File: config.mk
export PLATFORM = sky130hd
export DESIGN_NAME = key_debounce_2ch
export DESIGN_NICKNAME = d
export VERILOG_FILES = /design/src/rtl/key_debounce_2ch_pkg.sv /design/src/rtl/key_debounce_2ch_debounce_ch.sv /design/src/rtl/key_debounce_2ch.sv
export SDC_FILE = /design/constraint.sdc
export NUM_CORES = 1
export LEC_CHECK = 0
export CAP_MARGIN = 10
export CORE_UTILIZATION = 45
export CTS_CLUSTER_SIZE = 10
export DETAILED_ROUTE_END_ITERATION = 7
export HOLD_SLACK_MARGIN = 0.03
export PLACE_DENSITY = 0.57
export SLEW_MARGIN = 40
export SYNTH_ARGS = -nofsm -noshare
export SYNTH_HDL_FRONTEND = slang
export SYNTH_HIERARCHICAL = 1
export SYNTH_SLANG_ARGS = --single-unit
File: constraint.sdc
create_clock -name sys_clk -period 4.4 [get_ports sys_clk]
set_input_delay 0.44 -clock sys_clk [delete_from_list [all_inputs] [get_ports sys_clk]]
set_output_delay 0.44 -clock sys_clk [all_outputs]
set_load 0.05 [all_outputs]
File: src/rtl/key_debounce_2ch_pkg.sv
// Shared definitions for the two-channel key debouncer: channel FSM state
// encoding, the default stable-cycle count and the counter width helper.
package key_debounce_2ch_pkg;

    typedef enum logic [1:0] {
        ST_IDLE        = 2'd0,
        ST_PRESS_CNT   = 2'd1,
        ST_HELD        = 2'd2,
        ST_RELEASE_CNT = 2'd3
    } db_state_e;

    // 20 ms of stability at a 50 MHz system clock.
    localparam logic [19:0] CNT_MAX_DEFAULT = 20'd1_000_000;

    function automatic int cnt_width(input logic [19:0] cnt_max);
        return $clog2(int'(cnt_max) + 32'sd1);
    endfunction

endpackage

File: src/rtl/key_debounce_2ch_debounce_ch.sv
// One debounce channel: 2-flop synchronizer, 4-state FSM and a stable-sample
// counter. A level change is accepted after CNT_MAX consecutive agreeing samples.
module debounce_ch
    import key_debounce_2ch_pkg::*;
#(
    parameter logic [19:0] CNT_MAX    = CNT_MAX_DEFAULT,
    parameter logic        KEY_ACTIVE = 1'b0
) (
    input  logic clk_i,
    input  logic rst_n_i,
    input  logic key_i,
    output logic lvl_o,
    output logic press_o
);

    localparam int              CW        = cnt_width(CNT_MAX);
    localparam logic [CW-1:0]   CNT_ZERO  = CW'(0);
    localparam logic [CW-1:0]   CNT_ONE   = CW'(1);
    localparam logic [CW-1:0]   CNT_LAST  = CW'(CNT_MAX - 20'd1);

    logic          sync1_q;
    logic          sync2_q;
    logic          key_s;
    db_state_e     state_q, state_d;
    logic [CW-1:0] cnt_q, cnt_d;
    logic          lvl_q, lvl_d;
    logic          press_q, press_d;

    // Synchronizer idles at the released level so a key held through reset
    // still has to be counted from scratch.
    always_ff @(posedge clk_i or negedge rst_n_i) begin
        if (!rst_n_i) begin
            sync1_q <= ~KEY_ACTIVE;
            sync2_q <= ~KEY_ACTIVE;
        end else begin
            sync1_q <= key_i;
            sync2_q <= sync1_q;
        end
    end

    assign key_s = (sync2_q == KEY_ACTIVE);

    // State, counter and registered outputs.
    always_ff @(posedge clk_i or negedge rst_n_i) begin
        if (!rst_n_i) begin
            state_q <= ST_IDLE;
            cnt_q   <= CNT_ZERO;
            lvl_q   <= 1'b0;
            press_q <= 1'b0;
        end else begin
            state_q <= state_d;
            cnt_q   <= cnt_d;
            lvl_q   <= lvl_d;
            press_q <= press_d;
        end
    end

    // Next-state logic; the sample that enters a counting state counts as one.
    always_comb begin
        state_d = state_q;
        cnt_d   = cnt_q;
        lvl_d   = lvl_q;
        press_d = 1'b0;
        case (state_q)
            ST_IDLE: begin
                if (key_s) begin
                    state_d = ST_PRESS_CNT;
                    cnt_d   = CNT_ONE;
                end else begin
                    cnt_d   = CNT_ZERO;
                end
            end
            ST_PRESS_CNT: begin
                if (!key_s) begin
                    state_d = ST_IDLE;
                    cnt_d   = CNT_ZERO;
                end else if (cnt_q >= CNT_LAST) begin
                    state_d = ST_HELD;
                    cnt_d   = CNT_ZERO;
                    lvl_d   = 1'b1;
                    press_d = 1'b1;
                end else begin
                    cnt_d   = cnt_q + CNT_ONE;
                end
            end
            ST_HELD: begin
                if (!key_s) begin
                    state_d = ST_RELEASE_CNT;
                    cnt_d   = CNT_ONE;
                end else begin
                    cnt_d   = CNT_ZERO;
                end
            end
            ST_RELEASE_CNT: begin
                if (key_s) begin
                    state_d = ST_HELD;
                    cnt_d   = CNT_ZERO;
                end else if (cnt_q >= CNT_LAST) begin
                    state_d = ST_IDLE;
                    cnt_d   = CNT_ZERO;
                    lvl_d   = 1'b0;
                end else begin
                    cnt_d   = cnt_q + CNT_ONE;
                end
            end
            default: begin
                state_d = ST_IDLE;
                cnt_d   = CNT_ZERO;
                lvl_d   = 1'b0;
            end
        endcase
    end

    assign lvl_o   = lvl_q;
    assign press_o = press_q;

endmodule

File: src/rtl/key_debounce_2ch.sv
// Two independent pushbutton debouncers producing registered levels and
// single-cycle press pulses for keys A and B.
module key_debounce_2ch
    import key_debounce_2ch_pkg::*;
#(
    parameter logic [19:0] CNT_MAX    = CNT_MAX_DEFAULT,
    parameter logic        KEY_ACTIVE = 1'b0
) (
    input  logic sys_clk,
    input  logic sys_rst_n,
    input  logic key_a,
    input  logic key_b,
    output logic a_lvl,
    output logic b_lvl,
    output logic a_press,
    output logic b_press
);

    debounce_ch #(
        .CNT_MAX    (CNT_MAX),
        .KEY_ACTIVE (KEY_ACTIVE)
    ) u_ch_a (
        .clk_i   (sys_clk),
        .rst_n_i (sys_rst_n),
        .key_i   (key_a),
        .lvl_o   (a_lvl),
        .press_o (a_press)
    );

    debounce_ch #(
        .CNT_MAX    (CNT_MAX),
        .KEY_ACTIVE (KEY_ACTIVE)
    ) u_ch_b (
        .clk_i   (sys_clk),
        .rst_n_i (sys_rst_n),
        .key_i   (key_b),
        .lvl_o   (b_lvl),
        .press_o (b_press)
    );

endmodule

### Word level (Yosys, flattened, before mapping)

Index checks and enable logic that the tools add are counted.
Widths: inputs -> output; s select.

| word-level totals | value |
|---|---|
| register bits | 52 |
| bits of input ports | 4 |
| output and inout port bits | 4 |
| word-level logic and storage cells | 88 |

| operators by class | value |
|---|---|
| add/subtract/negate cells | 2 |
| magnitude comparators | 2 |
| eq/ne operators | 22 |
| mux-type cells | 42 |
| reductions and logical operators | 8 |

Operator list:

| operator | number |
|---|---|
| $pmux 20 s4 | 2 |
| $mux 20 | 6 |
| $add 20x1->20 const B | 2 |
| $ge 20x20->1 const B | 2 |
| $mux 2 | 12 |
| $mux 1 | 18 |
| $ne 2x1->1 const B | 8 |
| $pmux 2 s4 | 2 |
| $reduce_and 5->1 | 2 |
| $eq 2x2->1 const B | 4 |
| $ne 2x2->1 const B | 4 |
| $reduce_and 4->1 | 2 |
| $ne 3x1->1 const B | 2 |
| $ne 3x3->1 const B | 2 |
| $eq 2x1->1 const B | 2 |
| $logic_not 2->1 | 2 |
| $pmux 1 s2 | 2 |
| $reduce_bool 2->1 | 2 |

### Logic depth before layout (Yosys ltp)

| logic depth | value |
|---|---|
| word-level depth | 4 |
| mapped depth | 7 |
| depth with buffers taken out | 6 |

### Cells and area by module

The synthesis kept the hierarchy.

Modules (own cells, without submodules):

| module | times used | cells an instance | area an instance (µm²) | sequential area each (µm²) |
|---|---|---|---|---|
| debounce_ch at u_ch_b | 1 | 124 | 1267.5 | 653.1 |
| debounce_ch at u_ch_a | 1 | 120 | 1236.2 | 653.1 |

### Worst setup path after synthesis

No wires, ideal clock.

| timing path | value |
|---|---|
| kind | register to register |
| start point | register u_ch_a.cnt_q[13] |
| end point | register u_ch_a.cnt_q[10] |
| data arrival time | 2.114 ns |
| data required time | 4.281 ns |
| setup slack | 2.167 ns |
| cell stages (with the launch flop) | 7 |
| path buffers | 1 |
| period minus slack after synthesis | 2.233 ns |
| path through | dfrtp_1 or4_4 or4_4 o22a_1 o211ai_4 buf_6 nor2_1 |

| on the way | value |
|---|---|
| cells in the longest elaborated chain, start to end | 4 |

RTL lines:

| item | line | source |
|---|---|---|
| from (decl) | key_debounce_2ch_debounce_ch.sv:25 | `logic [CW-1:0] cnt_q, cnt_d;` |
| from (signal assigned) | key_debounce_2ch_debounce_ch.sv:52 | `cnt_q <= cnt_d;` |
| $ge 20x20->1 * | key_debounce_2ch_debounce_ch.sv:77, key_debounce_2ch_debounce_ch.sv:98 |  |
| $mux 20 * | key_debounce_2ch_debounce_ch.sv:77, key_debounce_2ch_debounce_ch.sv:98 |  |
| $mux 20 (on tied branches) | key_debounce_2ch_debounce_ch.sv:95, key_debounce_2ch_debounce_ch.sv:74 |  |
| $pmux 20 s4 * | key_debounce_2ch_debounce_ch.sv:64 | `case (state_q)` |
| named net u_ch_a.cnt_d[10] | key_debounce_2ch_debounce_ch.sv:25 |  |

Mark *: on every way through the listed nets, which the timed path passes. The rest lies on a longest branch.
A chain may end at the register's enable or synchronous reset.

### Final worst setup path

| timing path | value |
|---|---|
| start point | register u_ch_a.cnt_q[13] |
| end point | register u_ch_a.cnt_q[8] |

Same word-level chain as after synthesis.

==> flow_metrics.py <==
metrics = {
    "run_status": {
        "status": "completed",
    },
    "floorplan": {
        "core_um2": 5240,
        "num_rows": 26,
        "die_y_um": 76.6,
        "ios": 8,
        "die_area_um2": 5870,
        "initial_core_util": 0.478,
        "die_w_um": 76.6,
    },
    "timing": {
        "finalCritPeriodShare": 0.557,
        "grt_setup_unrepaired": "false",
        "setup_violations": 0,
        "worst_pin_slew_ns": 0.734,
        "worst_hold_slack_ns": 0.235,
        "slew_violations": 0,
        "fin_crit_ns": 2.45,
        "finalClockSkew_ns": 0.00934,
        "finalSetupTns_ns": 0,
        "hold_violations": 0,
        "max_freq_mhz": 408,
        "max_slew_margin": 0.511,
    },
    "worst_setup_path": {
        "r2r_start": "u_ch_a/cnt_q[13]",
        "start_kind": "flop",
        "reg2reg_depth": 5,
        "path_cells": "or4_4, or4_4, o22a_1, o211ai_4, nor2_1",
        "crit_path_max_fanout": 19,
        "crit_type": "reg -> reg",
        "crit_end": "u_ch_a/cnt_q[8]",
        "startpoint": "u_ch_a/cnt_q[13]",
        "regToRegEndpoint": "u_ch_a/cnt_q[8]",
        "cp_common_cell": "or4_4",
        "arrival_ns": 2.62,
        "end_kind": "flop",
        "crit_required_ns": 4.57,
        "r2r_slack_ns": 1.95,
        "worst_path_largest_cell_delay_ns": 0.55,
        "slowest_stage": "or4_4",
    },
    "clock_tree": {
        "post_cts_buffers": 0,
        "cts_buffer_depth": 2,
        "cts_root_buf": "clkbuf_8",
        "post_cts_resize_count": 0,
        "clkLatencyLatePin_ns": 0.31,
        "htreeDepth": 2,
        "cts-buffers-inserted": 5,
        "clk_pin_slew_ns": 0.10,
        "cts_hold_buf": 0,
        "cts_num_sinks": 52,
        "tritoncts": "built",
    },
    "global_routing": {
        "groute.usage.overall": 0.169,
        "first_global_vias": 1718,
        "grt_antenna_before_repair": 0,
        "grt_start_max_net_pins": 53,
        "grt_pass1_wl_um": 7890,
        "grt-ovfl-total": 0,
    },
    "logic_synthesis": {
        "async_reset_ff_frac": 1.00,
        "syn_nets": 250,
        "synth_top_area_cell": "dfrtp_1",
        "synth_area_leaders": "dfrtp_1 48%, xor2_1 7.0%, dfstp_2 4.2%",
        "synth_cell_type_count": 43,
        "yosysWarnings": 6,
        "synth_enable_flop_cells": 0,
        "syn_area_um2": 2500,
        "syn_inst": 244,
        "avgSynthCellArea_um2": 10.3,
        "synth_top_area_share": 0.480,
        "ys_seq_area_frac": 0.522,
        "synth-main-ff-cell": "dfrtp_1",
        "synth-seq-cells": 52,
    },
    "route": {
        "wl_um": 4470,
        "via_count": 1759,
        "ant_nets": 0,
        "drt_iter0_markers": 144,
        "route.detailed.drc": 0,
        "drt-wirelength-per-cell_um": 13.8,
        "firstDrtPassIters": 4,
        "viasPerCell": 5.43,
    },
    "placement": {
        "portBuffers": 7,
        "placed_area_um2": 2640,
        "gp_congestion": 0.712,
        "hpwl_um": 2940,
    },
    "final_layout": {
        "multi_input_area_um2": 1150,
        "nets": 259,
        "final_layout_size_suffix_gt1_frac": 0.0748,
        "seq_area_um2": 1310,
        "final_common_cell": "dfrtp_1",
        "antenna_cells": 0,
        "post-route-cell-area_um2": 2760,
        "layout_common_cells": "48 x dfrtp_1, 27 x nor2_1, 20 x nor3_1, 20 x xor2_1, 18 x nand2_1",
        "area_growth_pct": 10.2,
        "nFillCells": 470,
    },
    "job": {
        "cap_viol_max_count": 0,
    },
    "hold_path": {
        "hold_class": "in -> async",
    },
    "power": {
        "leakagePower_nw": 1.11,
        "vdd_drop_max_v": 0.000220,
        "p_per_area_nw_per_um2": 313,
    },
}
[routing by layer]
layer | routed length [um] | global-route usage
met1 | 2240 | 0.224
met2 | 2070 | 0.277
met3 | 108 | 0.0395
met4 | 51 | 0.0462
met5 | 0 | 0
[power by group]
group	leakage [nW]	internal, W	switching (W)
clock	0.0614	0.000186	0.000158
sequential	0.703	0.000485	0.00000564
combinational	0.349	0.00000806	0.0000198
total	1.11	0.000679	0.000184
[logic make-up after synthesis]
kind of cell	synth area share
AOI/OAI and AO/OA	0.0935
and+or+nand+nor	0.235
buffers and inverters	0.0230
adders and majority gates	0.00999
muxes	0.00800
DFF	0.522
xor gates and xnor gates	0.108
[through the flow]
| step | utilization | std cells | worst slack, ns | power [W] |
|---|---|---|---|---|
| after floorplan | - | 244 | 2.17 | 0.000512 |
| after global placement | 0.503 | 316 | 2.00 | 0.000528 |
| after detailed placement | 0.504 | 316 | 1.94 | 0.000529 |
| after CTS | 0.527 | 324 | 1.92 | 0.000875 |
| after global routing | 0.527 | 324 | 1.84 | 0.000900 |
| final | 0.527 | 324 | 1.95 | 0.000863 |
[synth_stat cells, types with 2 or more instances]
| cell type | n |
|---|---|
| inv_1 | 7 |
| or4_4 | 2 |
| clkbuf_1 | 4 |
| o21a_1 | 2 |
| and3_1 | 6 |
| xor2_1 | 20 |
| o21ai_0 | 4 |
| nor2_1 | 27 |
| nand2b_1 | 2 |
| nand2_1 | 18 |
| and2_1 | 2 |
| a211oi_1 | 5 |
| a21oi_1 | 2 |
| or4_1 | 4 |
| ha_1 | 2 |
| nand3_1 | 13 |
| and4_1 | 4 |
| dfstp_2 | 4 |
| or3_1 | 3 |
| xnor2_1 | 11 |
| dfrtp_1 | 48 |
| mux2i_1 | 2 |
| nor3_1 | 20 |
| nand4_1 | 10 |
| o31ai_1 | 4 |
[sequential cells by signal, indices dropped and copies added, names as in the netlist, named ones only]
name and flops:
u_ch_a/sync1_q 1, u_ch_a/sync2_q 1, u_ch_a/state_q 1, u_ch_b/cnt_q 20
u_ch_a/lvl_o 1, u_ch_b/lvl_o 1, u_ch_a/cnt_q 20, u_ch_b/press_o 1
u_ch_a/press_o 1, u_ch_b/state_q 1, u_ch_b/sync1_q 1, u_ch_b/sync2_q 1
[final cells by class]
type                    instances  share of cell area
well taps                      70              0.0317
clock inverters                 2              0.0141
multi-input cells             179               0.415
repair buffers                  8              0.0263
clock buffers                   6              0.0299
inverters                       7             0.00952
flip-flops and latches         52               0.473
[critical path: cells and delay by family (launching register included)]
family,cells,cell delay (ns)
AND/OR/NAND/NOR,3,1.19
flip-flops,1,0.41
AO/OA/AOI/OAI,2,0.71
[worst min path at each step]
stage / cells past startpoint / startpoint / end / slack, ns
after global routing: 2 / sys_rst_n / u_ch_a/cnt_q[14] / 0.29
after floorplan: 0 / sys_rst_n / async pin / 0.14
final: 2 / sys_rst_n / u_ch_a/cnt_q[18] / 0.24
after global placement: 0 / u_ch_a/sync1_q / u_ch_a/sync2_q / 0.35
after detailed placement: 0 / u_ch_b/sync1_q / u_ch_b/sync2_q / 0.35
after CTS: 2 / sys_rst_n / u_ch_a/cnt_q[18] / 0.26
No activity file was read; power rests on OpenSTA's default activity.
